`src/rtl/serial_paralelo_rx_pkg.sv`:
```
// Shared constants for the serial link: alignment character, lock depth and
// receive FSM encodings (also used by the TX parallel-serial block).
package serial_paralelo_rx_pkg;

    localparam logic [7:0] COMMA          = 8'hBC;
    localparam logic [3:0] SYNC_COUNT_DEF = 4'd4;

    localparam logic [1:0] ST_SEARCH = 2'd0;
    localparam logic [1:0] ST_SYNC   = 2'd1;
    localparam logic [1:0] ST_ACTIVE = 2'd2;

    function automatic logic is_comma(input logic [7:0] w);
        return (w == COMMA);
    endfunction

endpackage

```
`src/rtl/serial_paralelo_rx_if.sv`:
```
// Serial input and recovered byte outputs of the RX serial-parallel stage.
interface serial_paralelo_rx_if;

    logic       data_in;
    logic [7:0] Salida;
    logic       validSalida;
    logic       active;

    // master: serial source / byte consumer side; slave: the receiver
    modport master (output data_in, input Salida, input validSalida, input active);
    modport slave  (input data_in, output Salida, output validSalida, output active);

endinterface

```
`src/rtl/serial_paralelo_rx.sv`:
```
// Serial-to-parallel receiver: finds byte alignment on repeated COMMA
// characters, then emits one byte (with valid) every 8 clk_32f edges.
module serial_paralelo_rx
    import serial_paralelo_rx_pkg::*;
#(
    parameter logic [3:0] SYNC_COUNT = SYNC_COUNT_DEF
) (
    input  logic               clk_32f,
    input  logic               reset,
    serial_paralelo_rx_if.slave rx
);

    logic [1:0] state_q, state_d;
    // Only the 7 youngest bits are ever needed: the window appends the live sample.
    logic [6:0] sr_q;
    logic [2:0] bit_cnt_q;
    logic [3:0] bc_cnt_q;
    logic [3:0] bc_next;
    logic [7:0] salida_q;
    logic       valid_q;
    logic       active_q;
    logic [7:0] window;
    logic       boundary;
    logic       comma_w;

    assign window   = {sr_q, rx.data_in};
    assign boundary = (bit_cnt_q == 3'd7);
    assign comma_w  = is_comma(window);
    assign bc_next  = bc_cnt_q + 4'd1;

    always_comb begin
        state_d = state_q;
        case (state_q)
            ST_SEARCH: begin
                if (comma_w) begin
                    state_d = (SYNC_COUNT == 4'd1) ? ST_ACTIVE : ST_SYNC;
                end
            end
            ST_SYNC: begin
                if (boundary) begin
                    if (!comma_w) begin
                        state_d = ST_SEARCH;
                    end else if (bc_next == SYNC_COUNT) begin
                        state_d = ST_ACTIVE;
                    end
                end
            end
            ST_ACTIVE: state_d = ST_ACTIVE;
            default:   state_d = ST_SEARCH;
        endcase
    end

    always_ff @(posedge clk_32f) begin
        if (reset) begin
            state_q  <= ST_SEARCH;
            active_q <= 1'b0;
        end else begin
            state_q <= state_d;
            if (state_d == ST_ACTIVE) begin
                active_q <= 1'b1;
            end
        end
    end

    always_ff @(posedge clk_32f) begin
        if (reset) begin
            sr_q      <= 7'd0;
            bit_cnt_q <= 3'd0;
            bc_cnt_q  <= 4'd0;
            salida_q  <= 8'h00;
            valid_q   <= 1'b0;
        end else begin
            sr_q <= window[6:0];
            case (state_q)
                ST_SEARCH: begin
                    if (comma_w) begin
                        bit_cnt_q <= 3'd0;
                        bc_cnt_q  <= 4'd1;
                    end
                end
                ST_SYNC: begin
                    bit_cnt_q <= bit_cnt_q + 3'd1;
                    if (boundary) begin
                        bc_cnt_q <= comma_w ? bc_next : 4'd0;
                    end
                end
                ST_ACTIVE: begin
                    bit_cnt_q <= bit_cnt_q + 3'd1;
                    // COMMA after lock is idle: drop valid but keep the last byte
                    if (boundary) begin
                        valid_q <= !comma_w;
                        if (!comma_w) begin
                            salida_q <= window;
                        end
                    end
                end
                default: bit_cnt_q <= 3'd0;
            endcase
        end
    end

    assign rx.Salida      = salida_q;
    assign rx.validSalida = valid_q;
    assign rx.active      = active_q;

endmodule

```
`src/flat_wrapper.sv`:
```
// flat-port wrapper written by rule: the top's interface ports become plain ports
module serial_paralelo_rx_flat import serial_paralelo_rx_pkg::*;
#(
    parameter logic [3:0] SYNC_COUNT = SYNC_COUNT_DEF
)
  (clk_32f, reset, rx_data_in, rx_Salida, rx_validSalida, rx_active);
  serial_paralelo_rx_if rx_i ();
  input  logic clk_32f;
  input  logic reset;
  input wire logic [$bits(rx_i.data_in)-1:0] rx_data_in;
  output wire logic [$bits(rx_i.Salida)-1:0] rx_Salida;
  output wire logic [$bits(rx_i.validSalida)-1:0] rx_validSalida;
  output wire logic [$bits(rx_i.active)-1:0] rx_active;
  assign rx_i.data_in = rx_data_in;
  assign rx_Salida = rx_i.Salida;
  assign rx_validSalida = rx_i.validSalida;
  assign rx_active = rx_i.active;
  serial_paralelo_rx #(.SYNC_COUNT(SYNC_COUNT)) u_core (.clk_32f(clk_32f), .reset(reset), .rx(rx_i));
endmodule
```
`config.mk`:
```
export PLATFORM = sky130hd
export DESIGN_NAME = serial_paralelo_rx_flat
export DESIGN_NICKNAME = d
export VERILOG_FILES = /design/src/rtl/serial_paralelo_rx_pkg.sv /design/src/rtl/serial_paralelo_rx_if.sv /design/src/rtl/serial_paralelo_rx.sv /design/src/flat_wrapper.sv
export SDC_FILE = /design/constraint.sdc
export NUM_CORES = 1
export LEC_CHECK = 0
export CAP_MARGIN = 10
export CORE_MARGIN = 4
export CORE_UTILIZATION = 30
export DETAILED_ROUTE_END_ITERATION = 8
export HOLD_SLACK_MARGIN = 0.12
export RECOVER_POWER = 25
export SYNTH_ARGS = -nofsm -noshare
export SYNTH_HDL_FRONTEND = slang
export SYNTH_SLANG_ARGS = --single-unit
```
`constraint.sdc`:
```
create_clock -name clk_32f -period 5.6 [get_ports clk_32f]
set_input_delay 1.68 -clock clk_32f [delete_from_list [all_inputs] [get_ports clk_32f]]
set_output_delay 1.68 -clock clk_32f [all_outputs]
set_load 0.01 [all_outputs]
```
==> flow_results.xml <==
<?xml version="1.0" encoding="UTF-8"?>
<metrics>
  <group name="outcome">
    <metric name="status" unit="">finished, final reports clean</metric>
  </group>
  <group name="clock_network">
    <metric name="clock_input_transition_at_the_sequential_cells_of_the_worst_setup_and_hold_paths" unit="ns">0.09</metric>
    <metric name="tritoncts" unit="">yes</metric>
    <metric name="insertion_delay" unit="ns">0.27</metric>
    <metric name="clockBufferDepth" unit="">2</metric>
    <metric name="cts_resized" unit="">0</metric>
    <metric name="cts-root-buf" unit="">clkbuf_8</metric>
    <metric name="cts_sinks" unit="">26</metric>
    <metric name="post_cts_buffers" unit="">0</metric>
    <metric name="numCtsBuffers" unit="">3</metric>
    <metric name="postCtsHoldBufs" unit="">0</metric>
    <metric name="h-tree-depth" unit="">1</metric>
  </group>
  <group name="die">
    <metric name="core_footprint" unit="mm^2">0.00369</metric>
    <metric name="effective_utilization_at_floorplan" unit="%">31.3</metric>
    <metric name="top_level_ports" unit="">13</metric>
    <metric name="die_extent_in_x" unit="um">70.1</metric>
    <metric name="die_h" unit="um">70.1</metric>
    <metric name="die_outline_area" unit="mm^2">0.00491</metric>
    <metric name="core.rowCount" unit="">22</metric>
  </group>
  <group name="synth">
    <metric name="postSynthNetCount" unit="">133</metric>
    <metric name="synth_area_per_cell" unit="um^2">9.48</metric>
    <metric name="ys_ff_latch" unit="">26</metric>
    <metric name="synth_seq_area_share" unit="%">45.0</metric>
    <metric name="post_synth_num_cell_types" unit="">32</metric>
    <metric name="synth-warning-count" unit="">0</metric>
    <metric name="synth_area" unit="mm^2">0.00116</metric>
    <metric name="postSynthCellCount" unit="">122</metric>
  </group>
  <group name="detailed_routing">
    <metric name="wl_per_cell" unit="um">11.4</metric>
    <metric name="ant_nets" unit="">0</metric>
    <metric name="drt-vias-per-instance" unit="">4.77</metric>
    <metric name="drcViolationCount" unit="">0</metric>
    <metric name="route.vias.total" unit="">869</metric>
    <metric name="totalWireLength" unit="um">2080</metric>
    <metric name="drt_iter0_drc" unit="">15</metric>
    <metric name="first_pass_iters" unit="">4</metric>
  </group>
  <group name="grt">
    <metric name="number_of_antenna_violations_at_the_first_check_in_global_routing" unit="">0</metric>
    <metric name="grt_start_max_net_pins" unit="">27</metric>
    <metric name="grt_pass1_vias" unit="">854</metric>
    <metric name="gr-total-overflow" unit="">0</metric>
    <metric name="grt_use_total" unit="%">9.29</metric>
    <metric name="grt_pass1_wl" unit="um">3770</metric>
  </group>
  <group name="final_layout">
    <metric name="layout.cells.most_common_list" unit="">dfxtp_1 (26), nor2_1 (14), a21oi_1 (12)</metric>
    <metric name="final_layout_size_suffix_gt1_share" unit="%">6.72</metric>
    <metric name="post-route-util" unit="%">37.7</metric>
    <metric name="layout_commonest_cell" unit="">dfxtp_1</metric>
    <metric name="area_delta_synth_final" unit="%">20.1</metric>
    <metric name="design.final.nets" unit="">146</metric>
    <metric name="antenna_cells_inserted" unit="">0</metric>
  </group>
  <group name="critical_path">
    <metric name="critical_path.endpoint_type" unit="">register</metric>
    <metric name="path_max_fanout" unit="">10</metric>
    <metric name="worstRegToRegCells" unit="">8</metric>
    <metric name="cp-start-kind" unit="">primary input</metric>
    <metric name="worstPathArrival" unit="ns">3.50</metric>
    <metric name="setup.worst_path.class" unit="">in -&gt; reg</metric>
    <metric name="setup_crit_start" unit="">rx_data_in</metric>
    <metric name="required" unit="ns">5.80</metric>
    <metric name="r2r-start" unit="">u_core.bit_cnt_q[0]$_SDFFE_PP0P_</metric>
  </group>
  <group name="place">
    <metric name="hpwlAfterDp" unit="um">1490</metric>
    <metric name="pre_cts_slack" unit="ns">2.01</metric>
    <metric name="port_buffers" unit="">12</metric>
    <metric name="place.gp.congestion" unit="">0.798</metric>
  </group>
  <group name="worst_hold_path">
    <metric name="hold_depth" unit="">2</metric>
    <metric name="min-delay-path-class" unit="">reg -&gt; reg</metric>
    <metric name="worst_hold_startpoint" unit="">u_core.bit_cnt_q[1]$_SDFFE_PP0P_</metric>
  </group>
  <group name="pwr">
    <metric name="power.sequential.fraction" unit="%">53.8</metric>
    <metric name="power_density" unit="mW/mm^2">250</metric>
    <metric name="worst_ir_drop_vdd" unit="mV">0.138</metric>
    <metric name="power_switching" unit="uW">63.7</metric>
    <metric name="share_clk_of_total_power" unit="%">44.6</metric>
    <metric name="switching_share" unit="%">18.3</metric>
    <metric name="p_int" unit="uW">284</metric>
    <metric name="comb_power_share" unit="%">1.6</metric>
    <metric name="leakagePower" unit="nW">0.534</metric>
  </group>
  <group name="timing">
    <metric name="final-hold-violation-count" unit="">0</metric>
    <metric name="max_slew_margin" unit="%">37.9</metric>
    <metric name="worstMarginPinSlew" unit="ns">0.928</metric>
    <metric name="final.period_utilization" unit="%">59.0</metric>
    <metric name="final.min_clock_period" unit="ns">3.30</metric>
    <metric name="clock-skew-final" unit="ns">0.00265</metric>
    <metric name="drv_slew" unit="">0</metric>
    <metric name="grt_setup_unrepaired" unit="">no</metric>
    <metric name="final-setup-viol-count" unit="">0</metric>
    <metric name="setup_slack" unit="ns">2.30</metric>
    <metric name="clock.fmax" unit="MHz">303</metric>
    <metric name="fin_tns_setup" unit="ns">0</metric>
  </group>
  <group name="job">
    <metric name="drv_cap" unit="">0</metric>
  </group>
</metrics>
==> sequential cells by signal (all words and copies together) (netlist names) <==
| signal | count |
|---|---|
| u_core.sr_q | 7 |
| u_core.bit_cnt_q | 3 |
| u_core.state_q | 2 |
| u_core.bc_cnt_q | 4 |
| u_core.rx.Salida | 8 |
| u_core.rx.validSalida | 1 |
| u_core.rx.active | 1 |
==> cell type report <==
cell class	count	area, um^2
sequential	26	520
multi-input combinational	87	598
inverter	5	18.8
clock inverter	1	30.0
fill	399	2300
tap	48	60.1
clock buffer	3	41.3
timing repair buffer	12	120
==> power by group through the flow <==
| stage | Clock (mW) | Combinational, mW | Sequential, mW |
|---|---|---|---|
| 2_1_floorplan | 0 | 0.00370 | 0.191 |
| 3_3_place_gp | 0 | 0.00577 | 0.191 |
| 3_5_place_dp | 0 | 0.00583 | 0.191 |
| 4_1_cts | 0.159 | 0.00584 | 0.187 |
| 5_1_grt | 0.169 | 0.00632 | 0.187 |
| 6_report | 0.155 | 0.00559 | 0.187 |
==> cell families (layout without fill, tap and decap cells) <==
family                     after synthesis  in the layout  share of synthesized area [%]
and+or+nand+nor                         52             52                           26.1
DFF                                     26             26                           45.0
buffers and inverters                    9             21                           3.25
adders and majority gates                8              8                           8.66
AOI/OAI and AO/OA                       19             19                           9.96
muxes                                    8              8                           7.03
==> metrics by stage <==
stage	total power, mW	hold WS (ns)	instances	instance area, um^2
2_1_floorplan	0.195	0.436	122	1160
3_3_place_gp	0.197	0.444	178	1320
3_5_place_dp	0.197	0.458	178	1320
4_1_cts	0.352	0.473	182	1390
5_1_grt	0.362	0.494	182	1390
6_report	0.347	0.474	182	1390
==> final timing paths <==
path	to	slack [ns]
setup / recovery	u_core.rx.active$_SDFFE_PP0N_	2.30
hold / removal	u_core.bit_cnt_q[1]$_SDFFE_PP0P_	0.47
setup reg to reg	u_core.state_q[0]$_SDFF_PP0_	3.32
hold reg to reg	u_core.bit_cnt_q[1]$_SDFFE_PP0P_	0.47
==> routing by layer <==
metal,up-vias,track usage (%),part of all wire [%]
met2,16,15.1,46
met5,-,0,0
li1,444,-,-
met1,406,11.7,49
met4,0,3.83,1.6
met3,3,2.16,3.3
==> cell usage after synthesis <==
library cell | n | share of area, %
buf_4 | 1 | 0.65
or3_1 | 1 | 0.54
nor2_1 | 14 | 4.5
a21oi_1 | 12 | 5.2
o21ai_1 | 1 | 0.43
mux2_2 | 1 | 0.97
nor3_1 | 2 | 0.87
nand3b_1 | 1 | 0.65
nand4b_4 | 1 | 2.1
nand2_1 | 10 | 3.2
clkbuf_1 | 3 | 0.97
inv_1 | 5 | 1.6
dfxtp_1 | 26 | 45
o2bb2a_1 | 1 | 0.87
or3b_1 | 1 | 0.76
and2b_1 | 1 | 0.65
nor2b_1 | 8 | 4.3
a311o_1 | 1 | 0.87
o21ai_0 | 2 | 0.87
mux2i_1 | 7 | 6.1
nand4_1 | 1 | 0.54
ha_1 | 8 | 8.7
nor2_2 | 1 | 0.54
or2_0 | 1 | 0.54
nand3_1 | 5 | 2.2
nor3b_1 | 1 | 0.65
nor4_4 | 1 | 1.8
nand2b_1 | 1 | 0.54
o31ai_1 | 1 | 0.65
or4b_1 | 1 | 0.87
o22ai_2 | 1 | 1.1
nand4b_1 | 1 | 0.76
==> critical path, cell delays in order <==
cell and delay (ns):
clkdlybuf4s50_1 0.47, nor4_4 0.52, o21ai_1 0.14, or2_0 0.22
a311o_1 0.38, o22ai_2 0.09
No activity file was read; power rests on OpenSTA's default activity.
